$ cat src/rtl/music_box_pkg.sv
// Shared constants, state encoding and ROM word layout for the music box sequencer.
package music_box_pkg;

    localparam int          NUM_NOTES = 42;
    localparam logic [5:0]  REST_CODE = 6'd63;
    localparam logic [5:0]  END_CODE  = 6'd62;

    typedef enum logic [2:0] {
        IDLE, FETCH, WAIT, DECODE, PLAY, GAP, DONE
    } state_t;

    typedef struct packed {
        logic [5:0] code;
        logic [9:0] dur;
    } rom_word_t;

    // Codes 42..63 (including REST_CODE) map to silence.
    function automatic logic [NUM_NOTES-1:0] note_mask(input logic [5:0] code);
        note_mask = (code < 6'(NUM_NOTES)) ? (NUM_NOTES'(1) << code) : '0;
    endfunction

endpackage

$ cat src/rtl/music_box_sequencer_if.sv
// Song ROM read port: the sequencer drives the address, the ROM answers one cycle later.
interface music_box_sequencer_if #(
    parameter int ADDR_W = 8
);
    logic [ADDR_W-1:0] rom_addr;
    logic [15:0]       rom_data;

    modport master (output rom_addr, input rom_data);
    modport slave  (input rom_addr, output rom_data);
endinterface

$ cat src/rtl/music_box_sequencer_tick_gen.sv
// Duration prescaler: one-cycle tick every TICK_CYCLES cycles, cleared while restart is high.
module tick_gen #(
    parameter int TICK_CYCLES = 500000
) (
    input  logic clock,
    input  logic reset,
    input  logic restart,
    output logic tick
);
    localparam int CNT_W = (TICK_CYCLES > 1) ? $clog2(TICK_CYCLES) : 1;

    logic [CNT_W-1:0] cnt;

    assign tick = !restart && (cnt == CNT_W'(TICK_CYCLES - 1));

    always_ff @(posedge clock or negedge reset) begin
        if (!reset)
            cnt <= '0;
        else if (restart || tick)
            cnt <= '0;
        else
            cnt <= cnt + CNT_W'(1);
    end
endmodule

$ cat src/rtl/music_box_sequencer.sv
// Music box sequencer: walks a song ROM of {code, duration} words and drives one-hot note enables.
module music_box_sequencer
    import music_box_pkg::*;
#(
    parameter int ADDR_W      = 8,
    parameter int TICK_CYCLES = 500000,
    parameter int GAP_TICKS   = 2
) (
    input  logic                  clock,
    input  logic                  reset,
    input  logic                  start,
    input  logic                  stop,
    input  logic                  loop,
    music_box_sequencer_if.master rom,
    output logic [NUM_NOTES-1:0]  note_en,
    output logic                  busy,
    output logic                  done
);
    localparam int GAP_W = (GAP_TICKS > 0) ? $clog2(GAP_TICKS + 1) : 1;

    state_t            state;
    logic [ADDR_W-1:0] addr;
    rom_word_t         word;
    logic [9:0]        dur_cnt;
    logic [GAP_W-1:0]  gap_cnt;
    logic              tick;
    logic              restart;

    // Prescaler is held at zero outside PLAY/GAP so each phase starts on a fresh tick;
    // the PLAY->GAP hand-off lands on the natural wrap of the counter.
    assign restart      = (state != PLAY) && (state != GAP);
    assign rom.rom_addr = addr;

    tick_gen #(.TICK_CYCLES(TICK_CYCLES)) u_tick (
        .clock   (clock),
        .reset   (reset),
        .restart (restart),
        .tick    (tick)
    );

    always_ff @(posedge clock or negedge reset) begin
        if (!reset) begin
            state   <= IDLE;
            addr    <= '0;
            word    <= '0;
            dur_cnt <= '0;
            gap_cnt <= '0;
            note_en <= '0;
            busy    <= 1'b0;
            done    <= 1'b0;
        end else begin
            done <= 1'b0;
            if (stop) begin
                state   <= IDLE;
                note_en <= '0;
                busy    <= 1'b0;
            end else begin
                case (state)
                    IDLE: if (start) begin
                        state <= FETCH;
                        addr  <= '0;
                        busy  <= 1'b1;
                    end
                    FETCH: state <= WAIT;
                    WAIT: begin
                        state <= DECODE;
                        word  <= rom.rom_data;
                    end
                    DECODE: if (word.code == END_CODE) begin
                        state <= DONE;
                    end else begin
                        state   <= PLAY;
                        note_en <= note_mask(word.code);
                        dur_cnt <= (word.dur == 10'd0) ? 10'd1 : word.dur;
                    end
                    PLAY: if (tick) begin
                        if (dur_cnt <= 10'd1) begin
                            note_en <= '0;
                            if (GAP_TICKS == 0) begin
                                addr  <= addr + 1'b1;
                                state <= (addr == '1) ? DONE : FETCH;
                            end else begin
                                state   <= GAP;
                                gap_cnt <= GAP_W'(GAP_TICKS);
                            end
                        end else begin
                            dur_cnt <= dur_cnt - 10'd1;
                        end
                    end
                    GAP: if (tick) begin
                        if (gap_cnt <= GAP_W'(1)) begin
                            // Running off the top of the ROM counts as end-of-song.
                            addr  <= addr + 1'b1;
                            state <= (addr == '1) ? DONE : FETCH;
                        end else begin
                            gap_cnt <= gap_cnt - GAP_W'(1);
                        end
                    end
                    DONE: if (loop) begin
                        state <= FETCH;
                        addr  <= '0;
                    end else begin
                        state <= IDLE;
                        busy  <= 1'b0;
                        done  <= 1'b1;
                    end
                    default: state <= IDLE;
                endcase
            end
        end
    end
endmodule

$ cat src/flat_wrapper.sv
// flat-port wrapper written by rule: the top's interface ports become plain ports
module music_box_sequencer_flat import music_box_pkg::*;
#(
    parameter int ADDR_W      = 8,
    parameter int TICK_CYCLES = 500000,
    parameter int GAP_TICKS   = 2
)
  (clock, reset, start, stop, loop, note_en, busy, done, rom_rom_addr, rom_rom_data);
  music_box_sequencer_if #(.ADDR_W(ADDR_W)) rom_i ();
  input  logic clock;
  input  logic reset;
  input  logic start;
  input  logic stop;
  input  logic loop;
  output logic [NUM_NOTES-1:0] note_en;
  output logic busy;
  output logic done;
  output wire logic [$bits(rom_i.rom_addr)-1:0] rom_rom_addr;
  input wire logic [$bits(rom_i.rom_data)-1:0] rom_rom_data;
  assign rom_rom_addr = rom_i.rom_addr;
  assign rom_i.rom_data = rom_rom_data;
  music_box_sequencer #(.ADDR_W(ADDR_W), .TICK_CYCLES(TICK_CYCLES), .GAP_TICKS(GAP_TICKS)) u_core (.clock(clock), .reset(reset), .start(start), .stop(stop), .loop(loop), .rom(rom_i), .note_en(note_en), .busy(busy), .done(done));
endmodule
$ cat config.mk
export PLATFORM = sky130hd
export DESIGN_NAME = music_box_sequencer_flat
export DESIGN_NICKNAME = d
export VERILOG_FILES = /design/src/rtl/music_box_pkg.sv /design/src/rtl/music_box_sequencer_if.sv /design/src/rtl/music_box_sequencer_tick_gen.sv /design/src/rtl/music_box_sequencer.sv /design/src/flat_wrapper.sv
export SDC_FILE = /design/constraint.sdc
export NUM_CORES = 1
export LEC_CHECK = 0
export ABC_CLOCK_PERIOD_IN_PS = 2800
export BUFFER_PORTS_ARGS = -buffer_cell sky130_fd_sc_hd__buf_2
export CORE_ASPECT_RATIO = 0.9
export CORE_UTILIZATION = 45
export DETAILED_ROUTE_END_ITERATION = 6
export PLACE_DENSITY = 0.76
export SETUP_SLACK_MARGIN = 0.1
export SKIP_LAST_GASP = 1
export SYNTH_ARGS = -nofsm -noshare
export SYNTH_HDL_FRONTEND = slang
export SYNTH_HIERARCHICAL = 1
export SYNTH_SLANG_ARGS = --single-unit
export TNS_END_PERCENT = 30
$ cat constraint.sdc
create_clock -name clock -period 2.8 [get_ports clock]
set_input_delay 0 -clock clock [delete_from_list [all_inputs] [get_ports clock]]
set_output_delay 0 -clock clock [all_outputs]
set_load 0.02 [all_outputs]
* Word level (Yosys, flattened, before mapping) *
Index checks and enable logic that the tools add are counted.

word-level totals
  output and inout bits = 52
  flip-flop bits (word level) = 102
  logic and storage cells = 103
  bits of input ports = 21

cells by class
  mux-type cells = 39
  bitwise gates (word level) = 1
  add/sub/neg operators = 4
  shifts and indexed selects = 1
  order comparisons = 3
  reduce and logical (&&, ||, !) cells = 18
  equality and inequality tests = 27

operators by type and width
  cell                                                  number
  2-to-1 mux 42 bit                                     5
  one-hot mux 42 bit (2 select lines)                   1
  << shifter 1 x 6 -> 42 bit, first input constant      1
  2-to-1 mux 10 bit                                     4
  2-to-1 mux 8 bit                                      4
  one-hot mux 8 bit (3 select lines)                    1
  2-to-1 mux 3 bit                                      7
  != test 3 bit, second input constant                  7
  one-hot mux 3 bit (7 select lines)                    1
  one-hot mux 10 bit (2 select lines)                   1
  adder 19 x 1 -> 19 bit, second input constant         1
  equality test 19 bit, second input constant           1
  2-to-1 mux 19 bit                                     1
  != test 2 bit, second input constant                  7
  AND reduction 6 bit                                   2
  <= comparator 10 x 1 -> 1 bit, second input constant  1
  zero test 10 bit                                      1
  2-to-1 mux 2 bit                                      5
  AND reduction 5 bit                                   2
  subtractor 10 x 1 -> 10 bit, second input constant    1
  equality test 3 bit, second input constant            3
  nonzero test 3 bit                                    3
  adder 8 x 1 -> 8 bit, second input constant           1
  equality test 8 bit, second input constant            1
  20 further kinds                                      31

* Logic depth before layout (Yosys ltp) *
  word-level depth = 7
  mapped depth = 9

* Cells and area by module *
The synthesis kept the hierarchy.

by module, submodules not included
  module               instances  sequential area each (µm²)  area each (µm²)  cells an instance
  music_box_sequencer  1          2077.0                      4375.4           409
  tick_gen             1          475.5                       977.2            96

* Least setup slack after synthesis *
No wires, ideal clock.

  path type = reg-to-reg
  start point = reg u_core.u_tick.cnt[0]
  end point = reg u_core.note_en[21]
  setup slack = 492 ps
  buffers on the path = 3
  data arrival time = 2183 ps
  required time = 2675 ps
  stages on the path, launching flop included = 10
  cell sequence = dfrtp_1 ha_1 and4_2 nand2_1 nor3_1 clkbuf_1 a311oi_1 buf_6 buf_6 mux2_4

on the way
  word-level cells in the longest chain between the ends = 4

RTL lines
  item                           RTL line                            RTL
  from (decl)                    music_box_sequencer_tick_gen.sv:12  logic [CNT_W-1:0] cnt;
  from (signal assigned)         music_box_sequencer_tick_gen.sv:22  cnt <= cnt + CNT_W'(1);
  equality test 19 bit           music_box_sequencer_tick_gen.sv:14  assign tick = !restart && (cnt == CNT_W'(TICK_CYCLES - 1));
  logical AND 1 bit              music_box_sequencer_tick_gen.sv:14
  via u_core.tick                music_box_sequencer.sv:26           logic tick;
  != test 3 bit (no line)        --
  AND reduction 4 bit (no line)  --
  to (signal assigned)           music_box_sequencer.sv:73           note_en <= note_mask(word.code);
  to (decl)                      music_box_sequencer.sv:15           output logic [NUM_NOTES-1:0] note_en,

The timed path passes the listed nets, and every way through them passes these cells.
A chain may end at the register's enable or synchronous reset.

* Worst setup path in the final report *
  start point = reg u_core.u_tick.cnt[9]
  end point = reg u_core.dur_cnt[1]

on the way
  word-level cells in the longest chain between the ends = 4

RTL lines
  item                           RTL line                            RTL
  equality test 19 bit           music_box_sequencer_tick_gen.sv:14
  logical AND 1 bit              music_box_sequencer_tick_gen.sv:14
  via u_core.tick                music_box_sequencer.sv:26
  != test 2 bit (no line)        --
  AND reduction 5 bit (no line)  --
  to (signal assigned)           music_box_sequencer.sv:74           dur_cnt <= (word.dur == 10'd0) ? 10'd1 : word.dur;
  to (signal assigned)           music_box_sequencer.sv:87           dur_cnt <= dur_cnt - 10'd1;
  to (decl)                      music_box_sequencer.sv:24           logic [9:0] dur_cnt;

The timed path passes the listed nets, and every way through them passes these cells.

==> metrics.txt <==
# TYPE chip_impl_metric gauge
chip_impl_info{name="run_status",value="complete, no violations"} 1
chip_impl_metric{name="max_slew_margin",unit=""} 0.3233
chip_impl_metric{name="ant_nets",unit=""} 0
chip_impl_metric{name="first_pass_grt_wire_length",unit="microns"} 21200
chip_impl_info{name="synth_top_cells_by_area",value="dfrtp_1 (48%), mux2_2 (8.2%), mux2_4 (4.5%)"} 1
chip_impl_metric{name="antenna_violations_before_repair",unit=""} 0
chip_impl_metric{name="dieWidth",unit="microns"} 117.0
chip_impl_metric{name="io_buffers",unit=""} 72
chip_impl_metric{name="fin_crit_sh",unit=""} 0.9036
chip_impl_metric{name="number_of_i_o_pins",unit=""} 73
chip_impl_info{name="cts_tree",value="built"} 1
chip_impl_metric{name="postCtsSetupBuffers",unit=""} 0
chip_impl_info{name="clock_tree.root_cell",value="clkbuf_16"} 1
chip_impl_metric{name="fp.dieArea",unit="sq um"} 12340
chip_impl_info{name="path_cells",value="nor4b_2 -> nand4_1 -> nor3_1 -> nor2b_2 -> nand2_1 -> o21ai_0 -> buf_4 -> mux2_2"} 1
chip_impl_metric{name="placed_cell_area",unit="sq um"} 5929
chip_impl_metric{name="clock_tree.buffer_depth",unit=""} 2
chip_impl_metric{name="postSynthCellCount",unit=""} 505
chip_impl_metric{name="layout.nets",unit=""} 619
chip_impl_metric{name="synth_seq_area_share",unit=""} 0.4769
chip_impl_metric{name="p_leak",unit="uW"} 0.002955
chip_impl_metric{name="max_clock_freq",unit="MHz"} 395.3
chip_impl_info{name="critPathLaunch",value="u_core/u_tick/cnt[9]"} 1
chip_impl_metric{name="synth-async-reset-ratio",unit=""} 1.000
chip_impl_metric{name="final_min_period",unit="ns"} 2.530
chip_impl_metric{name="worst_pin_slew",unit="ns"} 1.015
chip_impl_metric{name="crit_path_max_incr_delay",unit="ns"} 0.43
chip_impl_metric{name="num_rows",unit=""} 37
chip_impl_metric{name="cellPowerDensity",unit="nW/um^2"} 685.0
chip_impl_metric{name="numClockSinks",unit=""} 102
chip_impl_info{name="worst_hold_startpoint",value="loop"} 1
chip_impl_metric{name="synth_fp_nets",unit=""} 531
chip_impl_metric{name="clk_latency",unit="ns"} 0.34
chip_impl_metric{name="wl",unit="microns"} 12710
chip_impl_metric{name="cts_made_buffers",unit=""} 9
chip_impl_metric{name="critical_path_peak_fanout",unit=""} 6
chip_impl_metric{name="antenna-diode-count",unit=""} 0
chip_impl_metric{name="avgRoutedWirePerCell",unit="microns"} 16.86
chip_impl_metric{name="power_switching_share",unit=""} 0.3306
chip_impl_metric{name="starting_utilization_of_the_core_area",unit=""} 0.4643
chip_impl_metric{name="crit_arrival",unit="ns"} 2.76
chip_impl_metric{name="maxSlewViolCount",unit=""} 0
chip_impl_info{name="startpoint_type",value="register"} 1
chip_impl_metric{name="vias_per_cell",unit=""} 5.703
chip_impl_metric{name="setup_viol_count_final",unit=""} 0
chip_impl_metric{name="power.share.sequential",unit=""} 0.458
chip_impl_metric{name="final.setup_skew",unit="ns"} 0.009972
chip_impl_info{name="class_of_the_most_critical_setup_path",value="register to register"} 1
chip_impl_metric{name="areaGrowthSynthToFinish",unit="%"} 20.20
chip_impl_metric{name="synth_edf_count",unit=""} 0
chip_impl_metric{name="post-route-cell-area",unit="sq um"} 6434
chip_impl_metric{name="globalRouteTotalUtil",unit=""} 0.2192
chip_impl_metric{name="detail_route.first_pass.iterations",unit=""} 5
chip_impl_info{name="crit-reg2reg-launch",value="u_core/u_tick/cnt[9]"} 1
chip_impl_metric{name="grt_overflow",unit=""} 0
chip_impl_metric{name="cts_max_level",unit=""} 3
chip_impl_info{name="hold_path_class",value="input port to register"} 1
chip_impl_metric{name="grt_start_max_net_pins",unit=""} 80
chip_impl_metric{name="area_inside_the_core_boundary",unit="sq um"} 11530
chip_impl_metric{name="mapped_area",unit="sq um"} 5353
chip_impl_metric{name="finalHoldWorstSlack",unit="ns"} 0.09559
chip_impl_metric{name="clk_transition_reported_paths",unit="ns"} 0.07
chip_impl_metric{name="fp.dieH",unit="microns"} 105.5
chip_impl_info{name="grt_setup_unrepaired",value="false"} 1
chip_impl_metric{name="synth_cell_type_count",unit=""} 66
chip_impl_metric{name="power.ir.vdd_worst",unit="mV"} 0.5846
chip_impl_metric{name="power.internal",unit="uW"} 2950
chip_impl_metric{name="cp.required",unit="ns"} 3.03
chip_impl_metric{name="total_switching_power",unit="uW"} 1457
chip_impl_info{name="synth_top_area_cell",value="dfrtp_1"} 1
chip_impl_info{name="ys.flop_type",value="dfrtp_1"} 1
chip_impl_metric{name="fin_tns_setup",unit="ns"} 0
chip_impl_metric{name="yosysTopAreaCellShare",unit=""} 0.4769
chip_impl_info{name="layout_commonest_cell",value="dfrtp_1"} 1
chip_impl_metric{name="cap_viol_max_count",unit=""} 0
chip_impl_info{name="timing.critical_path.to_type",value="register"} 1
chip_impl_metric{name="timing.final.hold_violations",unit=""} 0
chip_impl_metric{name="hpwl",unit="microns"} 8486
chip_impl_metric{name="filler_cell_count",unit=""} 960
chip_impl_metric{name="ys_seq_elements",unit=""} 102
chip_impl_metric{name="synth.yosys.warnings",unit=""} 6
chip_impl_metric{name="post_route_cells_drive_above_1_share",unit=""} 0.2977
chip_impl_metric{name="gpl.final_weighted_congestion",unit=""} 0.9224
chip_impl_metric{name="first_global_vias",unit=""} 4317
chip_impl_metric{name="clock_power_share",unit=""} 0.306
chip_impl_info{name="final_cell_mix",value="dfrtp_1 (102), buf_2 (71), nor2_1 (56)"} 1
chip_impl_metric{name="drc_errors",unit=""} 0
chip_impl_metric{name="initial_detailed_routing_violation_count",unit=""} 338
chip_impl_metric{name="vias",unit=""} 4300
chip_impl_metric{name="synthesized_area_divided_by_synthesized_cell_count",unit="sq um"} 10.60
chip_impl_info{name="worst_path_max_delay_cell",value="dfrtp_1"} 1
chip_impl_metric{name="pwr-share-comb",unit=""} 0.236
-- state kept, by name, summed over array words and instances, names as in the netlist --
| name | count |
|---|---|
| u_core/gap_cnt | 2 |
| u_core/word | 16 |
| u_core/rom.rom_addr | 8 |
| u_core/done | 1 |
| u_core/state | 3 |
| u_core/u_tick/cnt | 19 |
| u_core/dur_cnt | 10 |
| u_core/busy | 1 |
| u_core/note_en | 42 |
-- repair_timing --
item / in CTS / in global routing
hold endpoints to repair: 93 / 0
hold buffers: 17 / 0
gates resized for setup: 0 / 2
setup endpoints to repair: 0 / 13
-- stage by stage --
| stage | total power (uW) | util | std cells | setup WS [ns] |
|---|---|---|---|---|
| floorplan | 2688 | - | 505 | 0.4922 |
| global placement | 2989 | 0.5144 | 721 | 0.3865 |
| detailed placement | 3033 | 0.5144 | 721 | 0.2980 |
| CTS | 4421 | 0.5574 | 754 | 0.1423 |
| global route | 4638 | 0.5581 | 754 | 0.1436 |
| finish | 4407 | 0.5581 | 754 | 0.2700 |
-- critical path: cells and delay by family, from the launching register on --
kind	cells	cell delay, ns
compound gates	1	0.20
flops	1	0.43
buf+inv	1	0.17
simple gates	5	1.29
mux	1	0.33
-- cells by family (layout without fill, tap and decap cells) --
logic type / count (synthesis) / in the layout / share of synthesized area
buffers and inverters: 42 / 135 / 0.03530
DFF: 102 / 102 / 0.4769
and+or+nand+nor: 203 / 203 / 0.2134
muxes: 65 / 65 / 0.1456
AOI/OAI and AO/OA: 76 / 76 / 0.09748
xor gates and xnor gates: 12 / 12 / 0.01964
adders and majority gates: 5 / 5 / 0.01169
-- power groups by stage --
stage	Sequential (uW)	Combinational, uW	Clock (uW)
floorplan	1910	776	0
global placement	2010	979	0
detailed placement	2030	1010	0
CTS	2000	1040	1380
global route	2050	1160	1430
finish	2020	1040	1350
-- routing by layer --
layer  track usage  part of all wire  wire length [microns]
met5             0                 0                      0
met4       0.06962             0.014                    180
met3       0.04485             0.055                    705
met2        0.3436              0.48                   6061
met1        0.3030              0.45                   5763
-- cell usage after synthesis, drive strengths merged (2+ instances only) --
library cell	number
a211oi	7
a21oi	19
a221o	3
a22o	3
a31o	3
and3	10
and3b	2
and4	5
buf	8
clkbuf	19
dfrtp	102
ha	5
inv	15
mux2	55
mux2i	10
nand2	24
nand2b	11
nand3	15
nand3b	3
nand4	15
nor2	56
nor2b	9
nor3	17
nor3b	4
nor4	9
nor4b	4
o211ai	10
o21ai	14
o21bai	2
o31ai	3
or3	7
or4	7
xnor2	3
xor2	9
-- path summary, 6_finish.rpt --
check	slack, ns	depth (start not counted)	end
min in group asynchronous	0.36	2	u_core/gap_cnt[0]
worst min register to register	0.49	1	u_core/u_tick/cnt[0]
worst max register to register	0.27	8	u_core/dur_cnt[1]
max in group asynchronous	1.62	3	u_core/word[8]
worst max-delay path	0.27	8	u_core/dur_cnt[1]
worst min-delay path	0.1	5	u_core/busy
-- cell type report --
class / count / area, sq um / share of cell area
Sequential cell: 102 / 2552 / 0.3967
Multi-Input combinational cell: 361 / 2646 / 0.4113
Timing Repair Buffer: 104 / 658.1 / 0.1023
Clock buffer: 11 / 242.7 / 0.03773
Inverter: 15 / 56.30 / 0.008751
Clock inverter: 5 / 82.58 / 0.01284
Tap cell: 156 / 195.2 / 0.03034
Power figures use the tool's default switching activity.
